<file path="src/rtl/snake_pkg.sv">
// snake_pkg: shared state encoding, direction codes, grid constants and position
// helpers for the snake game sequencer and its segment scanner.
package snake_pkg;

    localparam int         GRID_W     = 16;
    localparam logic [3:0] GRID_MAX   = 4'(GRID_W - 1);
    localparam logic [3:0] LEN_INIT   = 4'd3;
    localparam logic [7:0] APPLE_INIT = 8'h88;

    localparam logic [1:0] DIR_UP    = 2'b00;
    localparam logic [1:0] DIR_RIGHT = 2'b01;
    localparam logic [1:0] DIR_LEFT  = 2'b10;
    localparam logic [1:0] DIR_DOWN  = 2'b11;

    typedef enum logic [2:0] {
        S_IDLE,
        S_WAIT,
        S_CHECK,
        S_STEP,
        S_SETTLE,
        S_PLACE,
        S_OVER
    } snake_state_e;

    function automatic logic [3:0] pos_x(input logic [7:0] p);
        return p[3:0];
    endfunction

    function automatic logic [3:0] pos_y(input logic [7:0] p);
        return p[7:4];
    endfunction

    function automatic logic [7:0] pos_make(input logic [3:0] x, input logic [3:0] y);
        return {y, x};
    endfunction

    // The encoding is chosen so that the opposite direction is the bitwise inverse.
    function automatic logic [1:0] dir_reverse(input logic [1:0] d);
        return ~d;
    endfunction

endpackage

</file>
<file path="src/rtl/snake_seg_scan.sv">
// snake_seg_scan: serial comparator that walks segments 0..count-1 of the snake bus,
// one per cycle, against a latched key; done pulses on the first hit or the last segment.
module snake_seg_scan
    import snake_pkg::*;
#(
    parameter int SEG_N = 9,
    parameter int POS_W = 8
) (
    input  logic                   clk,
    input  logic                   rst,
    input  logic                   start_i,
    input  logic [POS_W-1:0]       key_i,
    input  logic [3:0]             count_i,
    input  logic [SEG_N*POS_W-1:0] snake_i,
    output logic                   done_o,
    output logic                   hit_o
);

    logic [POS_W-1:0] seg [16];
    logic             busy_q;
    logic [3:0]       idx_q;
    logic [3:0]       cnt_q;
    logic [POS_W-1:0] key_q;
    logic             match;
    logic             last;

    // Pad the bus out to 16 slots so a 4-bit index never selects past the array.
    for (genvar g = 0; g < 16; g++) begin : g_seg
        if (g < SEG_N) begin : g_live
            assign seg[g] = snake_i[g*POS_W +: POS_W];
        end else begin : g_pad
            assign seg[g] = '0;
        end
    end

    assign match  = busy_q && (seg[idx_q] == key_q);
    assign last   = busy_q && ((cnt_q == 4'd0) || (idx_q == cnt_q - 4'd1));
    assign hit_o  = match;
    assign done_o = match || last;

    always_ff @(posedge clk or posedge rst) begin
        if (rst) begin
            busy_q <= 1'b0;
            idx_q  <= 4'd0;
            cnt_q  <= 4'd0;
            key_q  <= '0;
        end else if (start_i) begin
            busy_q <= 1'b1;
            idx_q  <= 4'd0;
            cnt_q  <= count_i;
            key_q  <= key_i;
        end else if (done_o) begin
            busy_q <= 1'b0;
        end else if (busy_q) begin
            idx_q  <= idx_q + 4'd1;
        end
    end

endmodule

</file>
<file path="src/rtl/snake_step_ctrl.sv">
// snake_step_ctrl: snake game sequencer (game state, move tick, direction latch,
// self-collision, apple placement, score). Define SNAKE_WRAP_EN for a toroidal grid.
module snake_step_ctrl
    import snake_pkg::*;
#(
    parameter int TICK_DIV = 7_500_000,
    parameter int SEG_N    = 9,
    parameter int POS_W    = 8
) (
    input  logic                   clk,
    input  logic                   rst,
    input  logic                   up,
    input  logic                   right,
    input  logic                   left,
    input  logic                   down,
    input  logic [POS_W-1:0]       random_num,
    input  logic [SEG_N*POS_W-1:0] snake,
    output logic                   step,
    output logic                   grow,
    output logic [POS_W-1:0]       next_head,
    output logic [1:0]             dir,
    output logic [3:0]             len,
    output logic [POS_W-1:0]       apple,
    output logic                   apple_valid,
    output logic [3:0]             score,
    output logic                   game_over
);

`ifdef SNAKE_WRAP_EN
    localparam bit WRAP_EN = 1'b1;
`else
    localparam bit WRAP_EN = 1'b0;
`endif

    localparam int               TICK_W      = $clog2(TICK_DIV);
    localparam logic [TICK_W-1:0] TICK_RELOAD = TICK_W'(TICK_DIV - 1);
    localparam logic [3:0]       SEG_LIM     = 4'(SEG_N);

    function automatic logic [3:0] score_sat_inc(input logic [3:0] s);
        return (s == 4'hF) ? s : s + 4'd1;
    endfunction

    snake_state_e     state_q, state_d;
    logic [TICK_W-1:0] tick_cnt_q;
    logic             tick_pend_q;
    logic             tick_now;
    logic             tick_take;
    logic [1:0]       dir_q, dir_d;
    logic [1:0]       dir_cur_q, dir_cur_d;
    logic [1:0]       dir_req;
    logic [3:0]       btn;
    logic [3:0]       btn_prev_q;
    logic             any_btn;
    logic             any_rise;
    logic [POS_W-1:0] nh_q, nh_d;
    logic             ate_q, ate_d;
    logic [3:0]       len_q, len_d;
    logic [3:0]       score_q, score_d;
    logic [POS_W-1:0] apple_q, apple_d;
    logic             apple_vld_q, apple_vld_d;
    logic [POS_W-1:0] cand_q, cand_d;
    logic [3:0]       hx, hy, nx, ny;
    logic             wall_raw, wall_hit;
    logic [POS_W-1:0] nh_calc;
    logic             ate_calc;
    logic             scan_start;
    logic [POS_W-1:0] scan_key;
    logic [3:0]       scan_cnt;
    logic             scan_done;
    logic             scan_hit;

    snake_seg_scan #(
        .SEG_N (SEG_N),
        .POS_W (POS_W)
    ) u_scan (
        .clk     (clk),
        .rst     (rst),
        .start_i (scan_start),
        .key_i   (scan_key),
        .count_i (scan_cnt),
        .snake_i (snake),
        .done_o  (scan_done),
        .hit_o   (scan_hit)
    );

    assign btn      = {up, right, left, down};
    assign any_btn  = |btn;
    assign any_rise = |(btn & ~btn_prev_q);
    assign tick_now = (tick_cnt_q == '0);

    // Direction latch: highest-priority button wins, a reversal of the in-flight move is dropped.
    always_comb begin
        dir_req = DIR_DOWN;
        if (up)         dir_req = DIR_UP;
        else if (right) dir_req = DIR_RIGHT;
        else if (left)  dir_req = DIR_LEFT;
        dir_d = dir_q;
        if (any_btn && (state_q != S_OVER) && (dir_req != dir_reverse(dir_cur_q)))
            dir_d = dir_req;
    end

    always_comb begin
        hx       = pos_x(snake[POS_W-1:0]);
        hy       = pos_y(snake[POS_W-1:0]);
        nx       = hx;
        ny       = hy;
        wall_raw = 1'b0;
        case (dir_q)
            DIR_UP:    begin ny = hy - 4'd1; wall_raw = (hy == 4'd0);     end
            DIR_RIGHT: begin nx = hx + 4'd1; wall_raw = (hx == GRID_MAX); end
            DIR_LEFT:  begin nx = hx - 4'd1; wall_raw = (hx == 4'd0);     end
            default:   begin ny = hy + 4'd1; wall_raw = (hy == GRID_MAX); end
        endcase
        nh_calc  = pos_make(nx, ny);
        wall_hit = !WRAP_EN && wall_raw;
        ate_calc = apple_vld_q && (nh_calc == apple_q);
    end

    always_comb begin
        state_d     = state_q;
        dir_cur_d   = dir_cur_q;
        nh_d        = nh_q;
        ate_d       = ate_q;
        len_d       = len_q;
        score_d     = score_q;
        apple_d     = apple_q;
        apple_vld_d = apple_vld_q;
        cand_d      = cand_q;
        tick_take   = 1'b0;
        scan_start  = 1'b0;
        scan_key    = random_num;
        scan_cnt    = len_q;
        case (state_q)
            S_IDLE: begin
                if (any_btn) begin
                    state_d     = S_PLACE;
                    score_d     = 4'd0;
                    len_d       = LEN_INIT;
                    apple_vld_d = 1'b0;
                    cand_d      = random_num;
                    scan_start  = 1'b1;
                    scan_cnt    = LEN_INIT;
                end
            end
            S_WAIT: begin
                if (tick_pend_q) begin
                    tick_take = 1'b1;
                    dir_cur_d = dir_q;
                    if (wall_hit) begin
                        state_d = S_OVER;
                    end else begin
                        state_d    = S_CHECK;
                        nh_d       = nh_calc;
                        ate_d      = ate_calc;
                        scan_start = 1'b1;
                        scan_key   = nh_calc;
                        // The tail vacates its cell unless this move grows the snake.
                        scan_cnt   = ate_calc ? len_q : len_q - 4'd1;
                    end
                end
            end
            S_CHECK: begin
                if (scan_done)
                    state_d = scan_hit ? S_OVER : S_STEP;
            end
            S_STEP: begin
                if (ate_q) begin
                    score_d     = score_sat_inc(score_q);
                    apple_vld_d = 1'b0;
                    if (len_q < SEG_LIM)
                        len_d = len_q + 4'd1;
                    state_d = S_SETTLE;
                end else begin
                    state_d = S_WAIT;
                end
            end
            S_SETTLE: begin
                state_d    = S_PLACE;
                cand_d     = random_num;
                scan_start = 1'b1;
            end
            S_PLACE: begin
                if (scan_done) begin
                    if (scan_hit) begin
                        cand_d     = random_num;
                        scan_start = 1'b1;
                    end else begin
                        apple_d     = cand_q;
                        apple_vld_d = 1'b1;
                        state_d     = S_WAIT;
                    end
                end
            end
            S_OVER: begin
                if (any_rise)
                    state_d = S_IDLE;
            end
            default: state_d = S_IDLE;
        endcase
    end

    always_ff @(posedge clk or posedge rst) begin
        if (rst) begin
            state_q     <= S_IDLE;
            tick_cnt_q  <= TICK_RELOAD;
            tick_pend_q <= 1'b0;
            dir_q       <= DIR_RIGHT;
            dir_cur_q   <= DIR_RIGHT;
            btn_prev_q  <= 4'd0;
            nh_q        <= '0;
            ate_q       <= 1'b0;
            len_q       <= LEN_INIT;
            score_q     <= 4'd0;
            apple_q     <= APPLE_INIT;
            apple_vld_q <= 1'b0;
            cand_q      <= '0;
        end else begin
            state_q     <= state_d;
            tick_cnt_q  <= tick_now ? TICK_RELOAD : tick_cnt_q - TICK_W'(1);
            tick_pend_q <= tick_now || (tick_pend_q && !tick_take);
            dir_q       <= dir_d;
            dir_cur_q   <= dir_cur_d;
            btn_prev_q  <= btn;
            nh_q        <= nh_d;
            ate_q       <= ate_d;
            len_q       <= len_d;
            score_q     <= score_d;
            apple_q     <= apple_d;
            apple_vld_q <= apple_vld_d;
            cand_q      <= cand_d;
        end
    end

    assign step        = (state_q == S_STEP);
    assign grow        = step && ate_q && (len_q < SEG_LIM);
    assign next_head   = nh_q;
    assign dir         = dir_q;
    assign len         = len_q;
    assign apple       = apple_q;
    assign apple_valid = apple_vld_q;
    assign score       = score_q;
    assign game_over   = (state_q == S_OVER);

endmodule
</file>
<file path="config.mk">
export PLATFORM = sky130hd
export DESIGN_NAME = snake_step_ctrl
export DESIGN_NICKNAME = d
export VERILOG_FILES = /design/src/rtl/snake_pkg.sv /design/src/rtl/snake_seg_scan.sv /design/src/rtl/snake_step_ctrl.sv
export SDC_FILE = /design/constraint.sdc
export NUM_CORES = 1
export LEC_CHECK = 0
export ABC_AREA = 1
export CORE_ASPECT_RATIO = 0.75
export CORE_UTILIZATION = 35
export CTS_BUF_LIST = sky130_fd_sc_hd__clkbuf_8
export DETAILED_ROUTE_END_ITERATION = 10
export HOLD_SLACK_MARGIN = 0.05
export PLACE_DENSITY = 0.66
export SLEW_MARGIN = 20
export SYNTH_ARGS = -nofsm -noshare
export SYNTH_HDL_FRONTEND = slang
export SYNTH_SLANG_ARGS = --single-unit
</file>
<file path="constraint.sdc">
create_clock -name clk -period 3.44 [get_ports clk]
set_input_delay 0.516 -clock clk [delete_from_list [all_inputs] [get_ports clk]]
set_output_delay 0.516 -clock clk [all_outputs]
set_load 0.05 [all_outputs]
</file>
==> impl_metrics.csv, run 1 <==
group,metric,value,unit
status,status,"finished clean",
timing,clock.fmax,320,MHz
run,max_cap_viol_count,0,
yosys,synth.distinct_cells,47,
place,detailed_place_hpwl,12.7,mm
pwr,worst_ir_drop_vdd,0.484,mV
detailed_routing,drt.antenna.violating_nets,0,
floorplan,design.die.area,17300,µm²
setup_path,worst-setup-path-type,"flip-flop to primary output",
cts,clockBufferDepth,2,
floorplan,num_io_pins,116,
timing,postLayoutSetupSlackWorst,0.316,ns
cts,clk_root_buffer_cell,"sky130_fd_sc_hd__clkbuf_8",
timing,final-hold-violation-count,0,
pwr,power,5.78,mW
yosys,post_synth_inst_count,857,
detailed_routing,avgViaCountPerCell,4.85,
floorplan,chipWidth,152,µm
setup_path,timing.critical_path.to_type,"primary output",
worst_hold_path,min-delay-path-class,"flip-flop to flip-flop",
floorplan,core_region_area,16200,µm²
setup_path,critical_path_peak_fanout,9,
cts,cts.clk_slew.worst_paths,0.09,ns
final_layout,finish.net_count,1074,
yosys,synthesis.area_per_instance,6.86,µm²
pwr,p_per_area,774,nW/µm²
timing,slew_headroom,47.6,%
cts,cts_tree,"yes",
pwr,leakage,3.71,nW
timing,final_period_minus_worst_setup_slack,3.12,ns
timing,finalSetupViolCount,0,
timing,grt_setup_unrepaired,"no",
floorplan,floorplan.rows,40,
timing,timing.final.crit_share,90.8,%
place,port-buffer-count,115,
timing,maxSlewViolCount,0,
setup_path,critical_path.startpoint_type,"flip-flop",
global_routing,globalRouteTotalUtil,19.5,%
place,pre_cts_slack,0.364,ns
detailed_routing,detailedRoute.firstIterationViolations,325,
yosys,synth-seq-area-share,37.0,%
global_routing,grt-ovfl-total,0,
global_routing,grt_first_pass_wirelength,26.4,mm
detailed_routing,dr.pass1.iters,5,
setup_path,crit_arrival,2.61,ns
cts,holdBufCountCts,0,
global_routing,antenna_violations_before_repair,0,
yosys,ys_warnings,0,
final_layout,flow.area_growth_from_synthesis,27.0,%
cts,clock_insertion_delay_worst_skew,0.36,ns
detailed_routing,vias,5764,
setup_path,cp_data_required_time,2.92,ns
cts,num_clock_sinks,86,
timing,fin_worst_skew,0.00991,ns
detailed_routing,drt-wirelength-per-cell,13.5,µm
cts,cts_setup_buffers,0,
timing,tns,0,ns
timing,tightest_slew,0.786,ns
cts,clock_tree.htree_level_count,3,
yosys,mappedNetlistNets,956,
yosys,number_of_flops_mapped_to_enable_cells_by_yosys,0,
floorplan,initial_core_util,36.3,%
global_routing,first_global_vias,5282,
cts,postCtsResizedCells,0,
global_routing,largest_net_degree_at_the_start_of_global_routing,45,
final_layout,layout-drive-gt1-share,8.27,%
place,gp_congestion,0.938,
yosys,postSynthRegisterBits,86,
yosys,synth_async_sr_flop_share,100,%
detailed_routing,drt_drc_violations_left,0,
yosys,post_synth_instance_area,5880,µm²
detailed_routing,routed_wl,16.0,mm
final_layout,antenna_cells_inserted,0,
floorplan,chipHeight,114,µm
cts,tritoncts.num_buffers,9,
yosys,postSynth.topFlopCell,"sky130_fd_sc_hd__dfrtp_1",
-- layout by cell type, fill, tap and decap left out, types with 3 or more instances in the layout --
cell                              count
sky130_fd_sc_hd__o211ai_1             5
sky130_fd_sc_hd__clkdlybuf4s50_1    115
sky130_fd_sc_hd__nand4_1              9
sky130_fd_sc_hd__o21ai_2              6
sky130_fd_sc_hd__nand3_1             80
sky130_fd_sc_hd__o21ai_1             10
sky130_fd_sc_hd__nor4_1               5
sky130_fd_sc_hd__nor3_1              12
sky130_fd_sc_hd__clkbuf_8            11
sky130_fd_sc_hd__inv_2                6
sky130_fd_sc_hd__nand2_1            253
sky130_fd_sc_hd__o21ai_0             46
sky130_fd_sc_hd__a31oi_1              3
sky130_fd_sc_hd__a21oi_1             30
sky130_fd_sc_hd__ha_1                13
sky130_fd_sc_hd__nor3_2               3
sky130_fd_sc_hd__o21a_1               3
sky130_fd_sc_hd__xor2_1              18
sky130_fd_sc_hd__buf_4                9
sky130_fd_sc_hd__clkinv_4             3
sky130_fd_sc_hd__nand2_2              4
sky130_fd_sc_hd__or2_2                4
sky130_fd_sc_hd__nor2_1              87
sky130_fd_sc_hd__dfrtp_1             66
sky130_fd_sc_hd__xnor2_1              5
sky130_fd_sc_hd__o22ai_1              3
sky130_fd_sc_hd__dfstp_2             20
sky130_fd_sc_hd__inv_1              123
-- cell usage after synthesis (2+ instances only) --
cell	instances	area, µm²
sky130_fd_sc_hd__o211ai_1	5	37.5
sky130_fd_sc_hd__inv_2	6	22.5
sky130_fd_sc_hd__o22ai_1	3	18.8
sky130_fd_sc_hd__nand3_1	80	400
sky130_fd_sc_hd__dfrtp_1	66	1650
sky130_fd_sc_hd__buf_4	6	45.0
sky130_fd_sc_hd__clkbuf_1	2	7.51
sky130_fd_sc_hd__nand2_1	253	950
sky130_fd_sc_hd__a31oi_1	3	18.8
sky130_fd_sc_hd__ha_1	13	163
sky130_fd_sc_hd__buf_2	7	35.0
sky130_fd_sc_hd__o21ai_0	46	230
sky130_fd_sc_hd__nand4_1	9	56.3
sky130_fd_sc_hd__nor3_1	12	60.1
sky130_fd_sc_hd__dfstp_2	20	526
sky130_fd_sc_hd__nor3_2	3	30.0
sky130_fd_sc_hd__o311ai_0	2	17.5
sky130_fd_sc_hd__inv_1	124	465
sky130_fd_sc_hd__nor2_4	2	22.5
sky130_fd_sc_hd__xnor2_1	5	43.8
sky130_fd_sc_hd__o21ai_1	10	50.1
sky130_fd_sc_hd__or2_1	2	12.5
sky130_fd_sc_hd__xor2_1	18	158
sky130_fd_sc_hd__nand2_2	4	25.0
sky130_fd_sc_hd__or2_2	4	25.0
sky130_fd_sc_hd__buf_6	3	33.8
sky130_fd_sc_hd__o21a_1	3	22.5
sky130_fd_sc_hd__nand3_4	2	35.0
sky130_fd_sc_hd__nor2_1	87	327
sky130_fd_sc_hd__nor4_1	5	31.3
sky130_fd_sc_hd__a21oi_1	30	150
sky130_fd_sc_hd__nor3_4	2	32.5
sky130_fd_sc_hd__o21ai_2	6	52.6
-- state kept, by name, indices dropped and copies added (netlist names), 2 cells and up --
| name | count |
|---|---|
| score | 4 |
| tick_cnt_q | 23 |
| next_head | 8 |
| btn_prev_q | 4 |
| dir | 2 |
| u_scan.idx_q | 4 |
| len | 4 |
| state_q | 3 |
| u_scan.cnt_q | 4 |
| dir_cur_q | 2 |
| cand_q | 8 |
| u_scan.key_q | 8 |
| apple | 8 |
-- logic make-up (layout without fill, tap and decap cells) --
| logic type | count (synthesis) | count (layout) | share of synthesized area (%) |
|---|---|---|---|
| AO/OA/AOI/OAI | 111 | 111 | 10.6 |
| XOR/XNOR | 23 | 23 | 3.43 |
| adder cells (fa/ha/maj) | 13 | 13 | 2.77 |
| buffers and inverters | 150 | 272 | 10.5 |
| flip-flops | 86 | 86 | 37.0 |
| AND/OR/NAND/NOR | 474 | 474 | 35.7 |
-- report_power, final --
part	total [mW]	switching, mW	internal (mW)	leakage, nW
clock	0.740	0.364	0.375	0.106
combinational	3.38	2.20	1.17	2.58
sequential	1.66	0.319	1.34	1.03
-- layout make-up --
class / count / area [µm²]
clock buffers: 11 / 151
clock inverters: 4 / 56.3
fillers: 1650 / 8750
inverters: 132 / 499
multi-input cells: 621 / 3080
flip-flops and latches: 86 / 2180
well taps: 210 / 263
repair buffers: 125 / 1240
-- final timing paths --
path	start	endpoint	slack (ns)	cells after the start
min reg2reg	tick_cnt_q[0]	tick_cnt_q[0]	0.46	1
max in group asynchronous	rst	tick_cnt_q[3]	2.09	3
min in group asynchronous	rst	next_head[0]	0.60	2
max reg2reg	dir[0]	u_scan.cnt_q[1]	0.32	19
max	state_q[0]	grow	0.32	7
min	tick_cnt_q[0]	tick_cnt_q[0]	0.46	1
-- through the flow --
step	area, µm²	utilization (%)	std cells	hold WS (ns)
after CTS	7470	46.1	1189	0.461
final	7470	46.1	1189	0.461
after global routing	7470	46.1	1189	0.488
after floorplan	5880	-	857	0.429
after global placement	7260	44.8	1174	0.437
after detailed placement	7260	44.8	1174	0.442
-- worst max-delay path: stages (launching register included) --
cell and delay, ns:
sky130_fd_sc_hd__dfrtp_1 0.45, sky130_fd_sc_hd__inv_1 0.16, sky130_fd_sc_hd__nor3_4 0.20, sky130_fd_sc_hd__inv_1 0.16, sky130_fd_sc_hd__nor2_1 0.21, sky130_fd_sc_hd__o21ai_0 0.19
sky130_fd_sc_hd__inv_1 0.09, sky130_fd_sc_hd__clkdlybuf4s50_1 0.80
-- layer usage --
| metal | wire, µm | global-route usage, % | up-vias |
|---|---|---|---|
| met3 | 1070 | 4.58 | 9 |
| met4 | 120 | 3.43 | 0 |
| met5 | 0 | 0 | - |
| met2 | 6560 | 27.3 | 164 |
| li1 | - | - | 2967 |
| met1 | 8280 | 30.1 | 2624 |
Note: power is estimated with default switching activity, not from simulation.
==> inputs of run 2 (changes only) <==
- PLACE_DENSITY: 0.66 -> default
==> impl_metrics.csv, run 2 (synthesized netlist as in run 1, its figures left out) <==
group,metric,value,unit
status,status,"finished clean",
detailed_routing,detailedRoute.firstIterationViolations,364,
pwr,power_frac_comb,58.2,%
timing,grt_setup_unrepaired,"no",
setup_path,cp_slowest_stage_delay,0.80,ns
setup_path,timing.critical_path.mode_cell,"sky130_fd_sc_hd__inv_1",
setup_path,critical_path.startpoint_type,"flip-flop",
cts,cts_tree,"yes",
pwr,leakage,3.74,nW
setup_path,cp_data_required_time,2.92,ns
setup_path,critical_path.reg2reg.endpoint,"u_scan.cnt_q[1]",
setup_path,critical_path.startpoint,"state_q[0]",
cts,tritoncts.num_buffers,9,
worst_hold_path,min-delay-path-class,"flip-flop to flip-flop",
timing,tightest_slew,0.647,ns
setup_path,crit_cells,7,
final_layout,flow.area_growth_from_synthesis,27.8,%
final_layout,final_cell_count_no_fill,1192,
final_layout,antenna_cells_inserted,0,
cts,clk_root_buffer_cell,"sky130_fd_sc_hd__clkbuf_8",
detailed_routing,vias,5736,
pwr,p_per_area,786,nW/µm²
final_layout,fillers,1676,
global_routing,grt-ovfl-total,0,
setup_path,worst_r2r_path_depth,19,
floorplan,num_io_pins,116,
global_routing,globalRouteTotalUtil,20.0,%
detailed_routing,routed_wl,16.5,mm
global_routing,antenna_violations_before_repair,0,
detailed_routing,met3_length,947,µm
pwr,power,5.90,mW
pwr,power_report.internal_total,3.00,mW
floorplan,chipHeight,114,µm
detailed_routing,drt.antenna.violating_nets,0,
setup_path,cp-endpoint,"grow",
floorplan,chipWidth,152,µm
timing,final-hold-violation-count,0,
final_layout,mostFrequentLayoutCell,"sky130_fd_sc_hd__nand2_1",
cts,holdBufCountCts,0,
cts,postCtsResizedCells,0,
setup_path,crit_family,"buffers and inverters",
timing,fin_worst_skew,0.0115,ns
place,detailed_place_hpwl,13.1,mm
cts,clock_insertion_delay_worst_skew,0.36,ns
detailed_routing,drt-wirelength-per-cell,13.8,µm
timing,final_period_minus_worst_setup_slack,3.12,ns
pwr,pwr-share-clk,14.4,%
floorplan,floorplan.rows,40,
pwr,switching_share,49.1,%
detailed_routing,met1_length,8.76,mm
setup_path,critPathBufInv,4,
pwr,worst_ir_drop_vdd,0.583,mV
final_layout,finish.net_count,1076,
final_layout,number_of_flip_flops_in_the_largest_register,23,
cts,cts.clk_slew.worst_paths,0.08,ns
global_routing,grt_first_pass_wirelength,27.1,mm
final_layout,layout-drive-gt1-share,8.35,%
setup_path,worst-setup-path-type,"flip-flop to primary output",
setup_path,timing.critical_path.to_type,"primary output",
place,port-buffer-count,115,
place,gp_congestion,0.885,
floorplan,initial_core_util,36.3,%
global_routing,first_global_vias,5362,
place,place.detailed.instances,1176,
cts,cts_setup_buffers,0,
final_layout,most-common-layout-cells,"253 x sky130_fd_sc_hd__nand2_1, 125 x sky130_fd_sc_hd__inv_1, 115 x sky130_fd_sc_hd__clkdlybuf4s50_1",
final_layout,multi_input_area,3080,µm²
final_layout,registers.top_by_ff_count,"tick_cnt_q",
setup_path,critical_path_peak_fanout,9,
floorplan,design.die.area,17300,µm²
detailed_routing,met2_wirelength,6.69,mm
setup_path,rr_startpoint,"dir[0]",
detailed_routing,dr.pass1.iters,5,
timing,tns,0,ns
setup_path,crit_slowest_cell,"sky130_fd_sc_hd__clkdlybuf4s50_1",
timing,slew_headroom,56.3,%
setup_path,timing.critical_path.cells,"inv_1 > nor3_4 > inv_1 > nor2_1 > o21ai_0 > inv_1 > clkdlybuf4s50_1",
detailed_routing,drt_drc_violations_left,0,
cts,num_clock_sinks,86,
timing,timing.final.crit_share,90.7,%
cts,clockBufferDepth,2,
setup_path,timing.reg2reg.setup_slack,0.33,ns
detailed_routing,avgViaCountPerCell,4.81,
floorplan,core_region_area,16200,µm²
setup_path,crit_arrival,2.60,ns
run,max_cap_viol_count,0,
final_layout,area.sequential,2180,µm²
cts,clock_tree.htree_level_count,3,
global_routing,largest_net_degree_at_the_start_of_global_routing,45,
pwr,relative_contribution_of_sequential_cells_to_total_power,27.3,%
timing,finalSetupViolCount,0,
timing,maxSlewViolCount,0,
pwr,switchingPower,2.90,mW
timing,clock.fmax,320,MHz
detailed_routing,top_signal_layer_used,"met4",
-- run 2: changes by cell type in the layout (fill, tap and decap cells not counted), sizes merged --
cell	previous run	this run
buf	10	12
bufinv	1	3
clkbuf	11	9
inv	130	132
clkinv	5	4
-- run 2: power by group through the flow --
| stage | sequential (mW) | combinational [mW] | clock (mW) |
|---|---|---|---|
| 6_report | 1.61 | 3.44 | 0.851 |
| 5_1_grt | 1.66 | 3.85 | 0.913 |
| 4_1_cts | 1.61 | 3.45 | 0.873 |
| 3_5_place_dp | 1.63 | 3.44 | 0 |
| 3_3_place_gp | 1.63 | 3.42 | 0 |
| 2_1_floorplan | 2.02 | 2.14 | 0 |
-- run 2: through the flow --
stage / utilization [%] / instance area, µm² / hold WS, ns / worst slack (ns)
finish: 46.4 / 7520 / 0.459 / 0.320
CTS: 46.4 / 7520 / 0.464 / 0.338
floorplan: - / 5880 / 0.429 / 0.663
global placement: 44.9 / 7280 / 0.437 / 0.412
detailed placement: 44.9 / 7280 / 0.444 / 0.313
global route: 46.4 / 7520 / 0.479 / 0.0191
-- run 2: area by class of cell --
class                      instances  area share, %
clock buffer                       9           1.65
tap                              210           3.50
clock inverter                     7           1.53
sequential                        86           29.0
inverter                         132           6.64
timing repair buffer             127           16.7
multi-input combinational        621           41.0
-- run 2: worst min-delay path by stage --
stage / cells past startpoint / from / end / slack, ns
global route: 1 / tick_cnt_q[0] / tick_cnt_q[0] / 0.48
CTS: 1 / tick_cnt_q[0] / tick_cnt_q[0] / 0.46
finish: 1 / tick_cnt_q[0] / tick_cnt_q[0] / 0.46
global placement: 1 / tick_cnt_q[0] / tick_cnt_q[0] / 0.44
detailed placement: 1 / tick_cnt_q[0] / tick_cnt_q[0] / 0.44
floorplan: 1 / tick_cnt_q[0] / tick_cnt_q[0] / 0.43
-- run 2: metal layers --
layer	track usage (%)	vias to the layer above
met5	0	-
met4	3.37	0
met3	3.59	9
met2	28.5	144
met1	31.2	2624
li1	-	2959
-- run 2: worst register-to-register path: stages (launching register included) --
cell,delay (ns)
sky130_fd_sc_hd__dfstp_2,0.60
sky130_fd_sc_hd__inv_1,0.15
sky130_fd_sc_hd__ha_1,0.32
sky130_fd_sc_hd__nor2_1,0.12
sky130_fd_sc_hd__nor2_1,0.08
sky130_fd_sc_hd__ha_1,0.27
sky130_fd_sc_hd__inv_1,0.04
sky130_fd_sc_hd__o21ai_0,0.20
sky130_fd_sc_hd__nand2_1,0.08
sky130_fd_sc_hd__nand2_1,0.07
sky130_fd_sc_hd__nand3_1,0.08
sky130_fd_sc_hd__nor2_1,0.09
sky130_fd_sc_hd__nand4_1,0.10
sky130_fd_sc_hd__nor2_1,0.09
sky130_fd_sc_hd__nand2_1,0.24
sky130_fd_sc_hd__nand3_1,0.16
sky130_fd_sc_hd__nand2_1,0.05
sky130_fd_sc_hd__o21ai_0,0.17
sky130_fd_sc_hd__nand2_1,0.07
sky130_fd_sc_hd__nand2_1,0.05
